File: src/rtl/vga_crtc_pkg.sv
// Shared types for the CRT controller: timing config bundle, FSM states,
// counter widths and zero-extension helpers used by the timing generators.
package vga_crtc_pkg;

    localparam int TB_WIDTH  = 8;
    localparam int VB_WIDTH  = 12;
    localparam int CNT_WIDTH = VB_WIDTH + 2;

    typedef struct packed {
        logic                hpol;
        logic                vpol;
        logic [TB_WIDTH-1:0] hbp;
        logic [TB_WIDTH-1:0] hsn;
        logic [TB_WIDTH-1:0] hfp;
        logic [VB_WIDTH-1:0] hvl;
        logic [TB_WIDTH-1:0] vbp;
        logic [TB_WIDTH-1:0] vsn;
        logic [TB_WIDTH-1:0] vfp;
        logic [VB_WIDTH-1:0] vvl;
    } vga_tim_cfg_t;

    typedef enum logic [1:0] {
        IDLE,
        LOAD,
        RUN,
        DRAIN
    } crtc_state_e;

    function automatic logic [CNT_WIDTH-1:0] tb_ext(logic [TB_WIDTH-1:0] v);
        return CNT_WIDTH'(v);
    endfunction

    function automatic logic [CNT_WIDTH-1:0] vb_ext(logic [VB_WIDTH-1:0] v);
        return CNT_WIDTH'(v);
    endfunction

endpackage

File: src/rtl/vga_crtc_timgen.sv
// One axis timing generator: counts visible, front porch, sync, back porch.
// Ports: clk_i, rst_n_i, en (advance), vl/fp/sn/bp sizes; vis/sync/first/last flags.
module vga_timgen
    import vga_crtc_pkg::*;
(
    input  logic                 clk_i,
    input  logic                 rst_n_i,
    input  logic                 en,
    input  logic [CNT_WIDTH-1:0] vl,
    input  logic [CNT_WIDTH-1:0] fp,
    input  logic [CNT_WIDTH-1:0] sn,
    input  logic [CNT_WIDTH-1:0] bp,
    output logic                 vis,
    output logic                 sync,
    output logic                 first,
    output logic                 last
);

    logic [CNT_WIDTH-1:0] cnt;
    logic [CNT_WIDTH-1:0] sync_beg;
    logic [CNT_WIDTH-1:0] sync_end;
    logic [CNT_WIDTH-1:0] last_idx;

    always_comb begin
        sync_beg = vl + fp;
        sync_end = sync_beg + sn;
        last_idx = sync_end + bp - CNT_WIDTH'(1);
        vis      = cnt < vl;
        sync     = (cnt >= sync_beg) && (cnt < sync_end);
        first    = cnt == '0;
        last     = cnt == last_idx;
    end

    // Wrapping on the last count leaves the counter at 0 whenever the
    // controller stops at a boundary, so a new config starts cleanly.
    always_ff @(posedge clk_i or negedge rst_n_i) begin
        if (!rst_n_i) begin
            cnt <= '0;
        end else if (en) begin
            cnt <= last ? '0 : cnt + CNT_WIDTH'(1);
        end
    end

endmodule

File: src/rtl/vga_crtc.sv
// CRT controller: frame-boundary config load, h/v sequencing, sync/de/strobes, irq.
// Ports: clk_i, rst_n_i, en_i, cfg_upd_i, cfg_i, irq_clr_i -> ack/busy/pix_req/strobes/syncs/frm_cnt/irq.
module vga_crtc
    import vga_crtc_pkg::*;
#(
    parameter int FRM_CNT_WIDTH = 16
) (
    input  logic                     clk_i,
    input  logic                     rst_n_i,
    input  logic                     en_i,
    input  logic                     cfg_upd_i,
    input  vga_tim_cfg_t             cfg_i,
    input  logic                     irq_clr_i,
    output logic                     cfg_ack_o,
    output logic                     busy_o,
    output logic                     pix_req_o,
    output logic                     line_start_o,
    output logic                     frame_start_o,
    output logic                     de_o,
    output logic                     hsync_o,
    output logic                     vsync_o,
    output logic [FRM_CNT_WIDTH-1:0] frm_cnt_o,
    output logic                     irq_o
);

    crtc_state_e  state;
    crtc_state_e  state_nxt;
    vga_tim_cfg_t cfg_act;
    logic         upd_pend;

    logic h_en;
    logic v_en;
    logic frame_end;
    logic h_vis, h_sync, h_first, h_last;
    logic v_vis, v_sync, v_first, v_last;

    assign h_en      = (state == RUN) || (state == DRAIN);
    assign v_en      = h_en & h_last;
    assign frame_end = h_en & h_last & v_last;
    assign pix_req_o = h_en & h_vis & v_vis;

    vga_timgen u_htim (
        .clk_i   (clk_i),
        .rst_n_i (rst_n_i),
        .en      (h_en),
        .vl      (vb_ext(cfg_act.hvl)),
        .fp      (tb_ext(cfg_act.hfp)),
        .sn      (tb_ext(cfg_act.hsn)),
        .bp      (tb_ext(cfg_act.hbp)),
        .vis     (h_vis),
        .sync    (h_sync),
        .first   (h_first),
        .last    (h_last)
    );

    vga_timgen u_vtim (
        .clk_i   (clk_i),
        .rst_n_i (rst_n_i),
        .en      (v_en),
        .vl      (vb_ext(cfg_act.vvl)),
        .fp      (tb_ext(cfg_act.vfp)),
        .sn      (tb_ext(cfg_act.vsn)),
        .bp      (tb_ext(cfg_act.vbp)),
        .vis     (v_vis),
        .sync    (v_sync),
        .first   (v_first),
        .last    (v_last)
    );

    always_ff @(posedge clk_i or negedge rst_n_i) begin
        if (!rst_n_i) begin
            state <= IDLE;
        end else begin
            state <= state_nxt;
        end
    end

    // Leaving RUN/DRAIN only at frame_end keeps both counters at frame start.
    always_comb begin
        state_nxt = state;
        unique case (state)
            IDLE: begin
                if (en_i) state_nxt = LOAD;
            end
            LOAD: begin
                state_nxt = RUN;
            end
            RUN: begin
                if (frame_end && !en_i) begin
                    state_nxt = IDLE;
                end else if (frame_end && upd_pend) begin
                    state_nxt = LOAD;
                end else if (!en_i) begin
                    state_nxt = DRAIN;
                end
            end
            DRAIN: begin
                if (frame_end) begin
                    state_nxt = IDLE;
                end else if (en_i) begin
                    state_nxt = RUN;
                end
            end
            default: state_nxt = IDLE;
        endcase
    end

    always_comb begin
        busy_o    = 1'b1;
        cfg_ack_o = 1'b0;
        unique case (state)
            IDLE:    busy_o    = 1'b0;
            LOAD:    cfg_ack_o = 1'b1;
            default: ;
        endcase
    end

    // A pulse arriving in the LOAD cycle belongs to the next update.
    always_ff @(posedge clk_i or negedge rst_n_i) begin
        if (!rst_n_i) begin
            cfg_act  <= '0;
            upd_pend <= 1'b0;
        end else begin
            if (state == LOAD) cfg_act <= cfg_i;
            upd_pend <= cfg_upd_i | (upd_pend & (state != LOAD));
        end
    end

    // Syncs are gated by h_en so LOAD/IDLE cycles show the inactive level.
    always_ff @(posedge clk_i or negedge rst_n_i) begin
        if (!rst_n_i) begin
            de_o          <= 1'b0;
            hsync_o       <= 1'b0;
            vsync_o       <= 1'b0;
            line_start_o  <= 1'b0;
            frame_start_o <= 1'b0;
            frm_cnt_o     <= '0;
            irq_o         <= 1'b0;
        end else begin
            de_o          <= pix_req_o;
            hsync_o       <= (h_en & h_sync) ^ cfg_act.hpol;
            vsync_o       <= (h_en & v_sync) ^ cfg_act.vpol;
            line_start_o  <= h_en & h_first;
            frame_start_o <= h_en & h_first & v_first;
            if (frame_end) frm_cnt_o <= frm_cnt_o + FRM_CNT_WIDTH'(1);
            irq_o         <= frame_start_o | (irq_o & ~irq_clr_i);
        end
    end

endmodule
File: config.mk
export PLATFORM = sky130hd
export DESIGN_NAME = vga_crtc
export DESIGN_NICKNAME = d
export VERILOG_FILES = /design/src/rtl/vga_crtc_pkg.sv /design/src/rtl/vga_crtc_timgen.sv /design/src/rtl/vga_crtc.sv
export SDC_FILE = /design/constraint.sdc
export NUM_CORES = 1
export LEC_CHECK = 0
export ABC_AREA = 1
export BUFFER_PORTS_ARGS = -buffer_cell sky130_fd_sc_hd__clkbuf_2
export CAP_MARGIN = 20
export CORE_MARGIN = 2
export CORE_UTILIZATION = 35
export CTS_BUF_LIST = sky130_fd_sc_hd__clkbuf_16
export DETAILED_ROUTE_END_ITERATION = 6
export GPL_TIMING_DRIVEN = 0
export PLACE_DENSITY = 0.49
export SYNTH_ARGS = -nofsm -noshare
export SYNTH_HDL_FRONTEND = slang
export SYNTH_SLANG_ARGS = --single-unit
export TNS_END_PERCENT = 50
File: constraint.sdc
create_clock -name clk_i -period 14.13 [get_ports clk_i]
set_input_delay 2.826 -clock clk_i [delete_from_list [all_inputs] [get_ports clk_i]]
set_output_delay 2.826 -clock clk_i [all_outputs]
set_load 0.02 [all_outputs]
==> results of run 1 <==
routing by layer:
layer,GRT usage [%],up-vias
li1,-,5216
met5,0,-
met1,25.5,4597
met2,35.1,134
met3,2.64,30
met4,5.16,0
synthesized netlist by cell type, types with 3 or more instances:
cell      number
a211oi_1       3
a21oi_1       55
a21oi_2        3
a31oi_1        3
clkbuf_1      18
dfrtp_1      127
fa_1           6
ha_1         132
inv_1        216
inv_2          4
nand2_1      473
nand2_2       30
nand3_1      101
nand3_2        7
nand3b_1      12
nand4_1       27
nor2_1        78
nor2_2         4
nor2_4         4
nor3_1        19
nor4_1        10
o211ai_1       5
o21ai_0       69
o21ai_1        6
o21bai_1       3
o221a_2        3
o221ai_1       4
or2_2          7
xnor2_1       20
xor2_1        52
cell families (layout without fill, tap and decap cells):
family	Yosys count	after routing	share of synthesized area, %
AO/OA/AOI/OAI	170	170	9.02
buffers and inverters	242	378	8.40
AND/OR/NAND/NOR	779	779	31.3
adder cells (fa/ha/maj)	140	140	16.4
other	1	2	0.0343
flip-flops	127	127	29.1
XOR/XNOR	72	72	5.77
worst register-to-register path: cells and delay by family (launching register included):
family	cells	cell delay, ns
adder cells (fa/ha/maj)	4	1.37
buffers and inverters	4	0.27
AND/OR/NAND/NOR	25	2.46
AO/OA/AOI/OAI	4	0.83
XOR/XNOR	1	0.28
flip-flops	1	0.41
worst min-delay path by stage:
stage | cells after the start | end | startpoint
final | 1 | frm_cnt_o[15] | frm_cnt_o[15]
after global routing | 1 | vsync_o | cfg_act[72]
after CTS | 1 | vsync_o | cfg_act[72]
after detailed placement | 2 | cfg_act[48] | cfg_act[48]
after global placement | 1 | upd_pend | upd_pend
after floorplan | 2 | cfg_act[12] | cfg_act[12]
through the flow:
stage | util [%] | area, µm² | cells | setup WS, ns | hold slack [ns]
floorplan | - | 10900 | 1532 | 9.30 | 0.446
global placement | 39.0 | 11900 | 2031 | 7.86 | 0.465
detailed placement | 39.1 | 12000 | 2032 | 8.47 | 0.466
CTS | 41.1 | 12600 | 2064 | 8.43 | 0.479
global route | 41.1 | 12600 | 2064 | 7.81 | 0.497
finish | 41.1 | 12600 | 2064 | 8.44 | 0.472
state kept, by name, indices dropped and copies added, names as in the netlist:
name           flops
frm_cnt_o         16
u_vtim.cnt        14
frame_start_o      1
cfg_act           74
line_start_o       1
state              2
u_htim.cnt        14
vsync_o            1
hsync_o            1
irq_o              1
de_o               1
upd_pend           1
final cells by class:
class / count / area, µm²
inverter: 220 / 826
buffer: 22 / 92.6
clock inverter: 15 / 185
multi-input combinational: 1163 / 6840
tap: 396 / 495
clock buffer: 17 / 425
timing repair buffer: 104 / 552
fill: 3302 / 18100
sequential: 127 / 3180
==> out/qor.csv, run 1 <==
metric,value,unit
drive_gt1_share,12.3,%
cp_slowest_cell,dfrtp_1,
place_congestion,0.819,
boundaryPins,104,
crit_required,14.50,ns
path_buf_inv,4,
die_x,181,µm
syn_inst,1531,
avgRoutedWirePerCell,15.2,µm
crit_path_max_incr_delay,0.41,ns
setup-tns-final,0,ns
end_kind,flop,
grt_max_degree,66,
critPathMaxFanout,7,
grt_usage,19.9,%
core_area,30700,µm²
final_cell_mix,"473 x nand2_1, 217 x inv_1, 132 x ha_1",
vias,9977,
endpoint,state[0],
clockRootBuffer,clkbuf_16,
postCtsSetupBuffers,0,
synth_cell_types,51,
dieArea,32700,µm²
final-max-slew-violation-count,0,
first_pass_iters,5,
top_layer_used,met4,
rsz0062_at_grt,false,
synth_area_leaders,"dfrtp_1 29%, nand2_1 16%, ha_1 15%",
ys_async_sr_fraction,100,%
drcViolationCount,0,
first_iter_violations,347,
synth_area,10900,µm²
cts_hold_buffers,0,
num_rows,64,
cp.arrival,6.06,ns
final_common_cell,nand2_1,
synth.avg_cell_area,7.14,µm²
start_util,35.6,%
hold_viol_final,0,
fin_nets,1872,
grt_pass1_vias,9793,
synth-edff-count,0,
m1WireLength,14.4,mm
crit_top_cell,nand2_1,
final.min_clock_period,5.69,ns
outcome,finished clean,
area_growth,15.2,%
cts_tree,done,
grt_pass1_wl,51.5,mm
routed_wl,31.4,mm
clk_path_buf_depth,2,
yosys_warnings,0,
dp_hpwl,25.7,mm
portBuffers,103,
setup_violations,0,
startpoint_type,flop,
n_antenna_cell,0,
slew_headroom,46.2,%
wl_met3,969,µm
synth-seq-cells,127,
clk_pin_slew_worst_paths,0.07,ns
min_period_over_period,40.3,%
synth_top_area_share,29.1,%
rr_endpoint,state[0],
hold_class,flop to flop,
r2r_start,cfg_act[0],
crit_family,simple AND/OR/NAND/NOR gates,
synth_flop_cell,dfrtp_1,
achievable-frequency,176,MHz
cp_num_cells,38,
cts.repair.resized,0,
timing.setup.critical_path_class,flop to flop,
worst_slew_pin_slew,0.807,ns
cts.sinks,127,
htree_levels,4,
final_antenna_net_count,0,
rr_worst_depth,38,
seq_area_frac_synth,29.1,%
drv_cap,0,
cts_made_buffers,17,
die_h,181,µm
avgViaCountPerCell,4.83,
fin_skew,0.0118,ns
yosysTopAreaCell,dfrtp_1,
startpoint,cfg_act[0],
reg2reg_slack,8.44,ns
worstSkewPairLatency,0.44,ns
grt_overflow,0,
antenna_found_initial,2,
met2_length,15.5,mm
Power of run 1 is left out: the tool's default activity adds up to more than one toggle a clock period on the data nets, which glitch-free logic cannot reach.
==> inputs of run 2 (changes only) <==
--- a/config.mk
+++ b/config.mk
@@ -13,7 +13,7 @@
 export CTS_BUF_LIST = sky130_fd_sc_hd__clkbuf_16
 export DETAILED_ROUTE_END_ITERATION = 6
 export GPL_TIMING_DRIVEN = 0
-export PLACE_DENSITY = 0.49
+export PLACE_DENSITY = 0.51
 export SYNTH_ARGS = -nofsm -noshare
 export SYNTH_HDL_FRONTEND = slang
 export SYNTH_SLANG_ARGS = --single-unit
==> constraint.sdc (replaced) <==
create_clock -name clk_i -period 4.8 [get_ports clk_i]
set_input_delay 0.96 -clock clk_i [delete_from_list [all_inputs] [get_ports clk_i]]
set_output_delay 0.96 -clock clk_i [all_outputs]
set_load 0.02 [all_outputs]
==> run 2 against run 1 <==
Compared with the run above:
- the flow now finishes with violations (setup timing)
- sequential cell count did not move
- critical endpoint is now frm_cnt_o[9]
- sequential share of layout area decreased by 2.8 points
- critical path type unchanged
- critical path depth fell by 7
==> out/qor.csv, run 2 (synthesized netlist as in run 1, its figures left out) <==
metric,value,unit,change
fin_nets,1941,,+3.7%
die_x,181,µm,unchanged
hold_class,primary input to asynchronous set/reset pin,,
routed_wl,33.0,mm,+5.3%
end_kind,flop,,
place_area,12000,µm²,unchanged
timing.setup.critical_path_class,flop to flop,,
first_iter_violations,541,,+56%
cp_slowest_cell,fa_2,,
fin_skew,0.0117,ns,-0.000108 ns
violations,setup timing,,
worstSkewPairLatency,0.45,ns,about the same
cts_made_buffers,17,,unchanged
min_period_over_period,103,%,+63 points
hold_viol_final,0,,unchanged
grt_use_met3,3.31,%,+0.67 points
grt_max_degree,74,,+12%
largest_reg_flops,74,,unchanged
setup_ws,-0.149,ns,-8.59 ns
final.min_clock_period,4.95,ns,-0.742 ns
crit_top_cell,nand2_1,,
num_rows,64,,unchanged
clk_path_buf_depth,2,,unchanged
dp_hpwl,25.4,mm,-1.3%
final_cell_mix,"426 x nand2_1, 205 x inv_1, 127 x dfrtp_1",,
grt_usage,20.8,%,+0.91 points
fin_area,14200,µm²,+12%
start_util,35.6,%,unchanged
rsz0062_at_grt,true,,
first_pass_iters,5,,unchanged
avgViaCountPerCell,4.86,,+0.48%
achievable-frequency,202,MHz,+15%
final_antenna_net_count,0,,unchanged
clk_pin_slew_worst_paths,0.06,ns,about the same
setup-tns-final,-1.94,ns,-1.94 ns
use_met1,26.2,%,+0.69 points
critPathMaxFanout,4,,-3
fin_cells,2134,,+3.4%
die_h,181,µm,unchanged
core_area,30700,µm²,unchanged
cp.arrival,5.29,ns,-0.77 ns
drv_cap,0,,unchanged
avgRoutedWirePerCell,15.5,µm,+1.8%
r2r_start,cfg_act[0],,
crit_path_max_incr_delay,0.60,ns,+0.19 ns
place_congestion,0.841,,+2.7%
fillers,3135,,-5.1%
dp_cells,2032,,unchanged
max_flop_register,cfg_act,,
grt_pass1_vias,10400,,+6.0%
drive_gt1_share,25.5,%,+13 points
crit_required,5.14,ns,-9.36 ns
boundaryPins,104,,unchanged
final-max-slew-violation-count,0,,unchanged
portBuffers,103,,unchanged
area_growth,29.4,%,
antenna_found_initial,0,,-2
crit_family,adder cells,,
grt_use_met2,36.6,%,+1.5 points
slew_headroom,48.4,%,+2.2 points
outcome,finished with violations,,
clockRootBuffer,clkbuf_16,,
setup_violations,35,,+35
path_buf_inv,6,,+2
cts_tree,done,,
drcViolationCount,0,,unchanged
worst_slew_pin_slew,0.774,ns,-0.0330 ns
vias,10400,,+3.9%
cts.sinks,127,,unchanged
htree_levels,4,,unchanged
cts_hold_buffers,0,,unchanged
startpoint,cfg_act[0],,
dieArea,32700,µm²,unchanged
largest_registers,"cfg_act x74, frm_cnt_o x16",,
startpoint_type,flop,,
busiest_layer,met2,,
grt_pass1_wl,53.8,mm,+4.5%
grt_overflow,0,,unchanged
final_common_cell,nand2_1,,
## run 2: cell count changes in the layout (fill, tap and decap cells not counted), sizes merged
cell      previous run  this run
clkinv               4         6
clkinvlp             3         5
inv                225       222
buf                  5        74
bufinv               3         2
diode                0         1
## run 2: layer usage
layer | vias up | share of wire, %
li1 | 5338 | -
met1 | 4851 | 46
met2 | 136 | 50
met3 | 40 | 2.5
met4 | 0 | 2.2
met5 | - | 0
## run 2: area by class of cell
class / count / area, µm² / share of cell area (%)
Multi-Input combinational cell: 1163 / 7870 / 55.6
Sequential cell: 127 / 3180 / 22.5
Timing Repair Buffer: 173 / 1100 / 7.78
Inverter: 220 / 833 / 5.89
Tap cell: 396 / 495 / 3.50
Clock buffer: 17 / 425 / 3.01
Clock inverter: 15 / 146 / 1.03
Buffer: 22 / 96.3 / 0.681
Antenna cell: 1 / 2.50 / 0.0177
## run 2: worst paths after layout
check | end | slack, ns | cells past startpoint
min in group clk_i | frm_cnt_o[15] | 0.47 | 1
min reg2reg | frm_cnt_o[15] | 0.47 | 1
min | cfg_act[16] | 0.47 | 1
max in group asynchronous | line_start_o | 3.55 | 2
max | frm_cnt_o[9] | -0.15 | 31
max reg2reg | frm_cnt_o[9] | -0.15 | 31
## run 2: what timing repair did
action                     CTS  global route
setup endpoints to repair   46            46
gates cloned                 0             1
setup buffers               54            14
resized for setup          142            83
pin swaps                   86            63
## run 2: metrics by stage
step	worst slack (ns)	utilization (%)	hold WS [ns]
after floorplan	0.0206	-	0.446
after CTS	-0.108	44.7	0.475
after global routing	-0.467	46.1	0.486
after detailed placement	-0.746	39.1	0.466
after global placement	-0.744	39.0	0.455
final	-0.149	46.1	0.472
## run 2: worst register-to-register path, delay by kind of cell (launching register included)
family	cells	cell delay [ns]
xor gates and xnor gates	1	0.14
adders and majority gates	6	2.11
buffers and inverters	6	0.51
DFF	1	0.42
and+or+nand+nor	18	1.66
Power of run 2 is left out for the same reason.
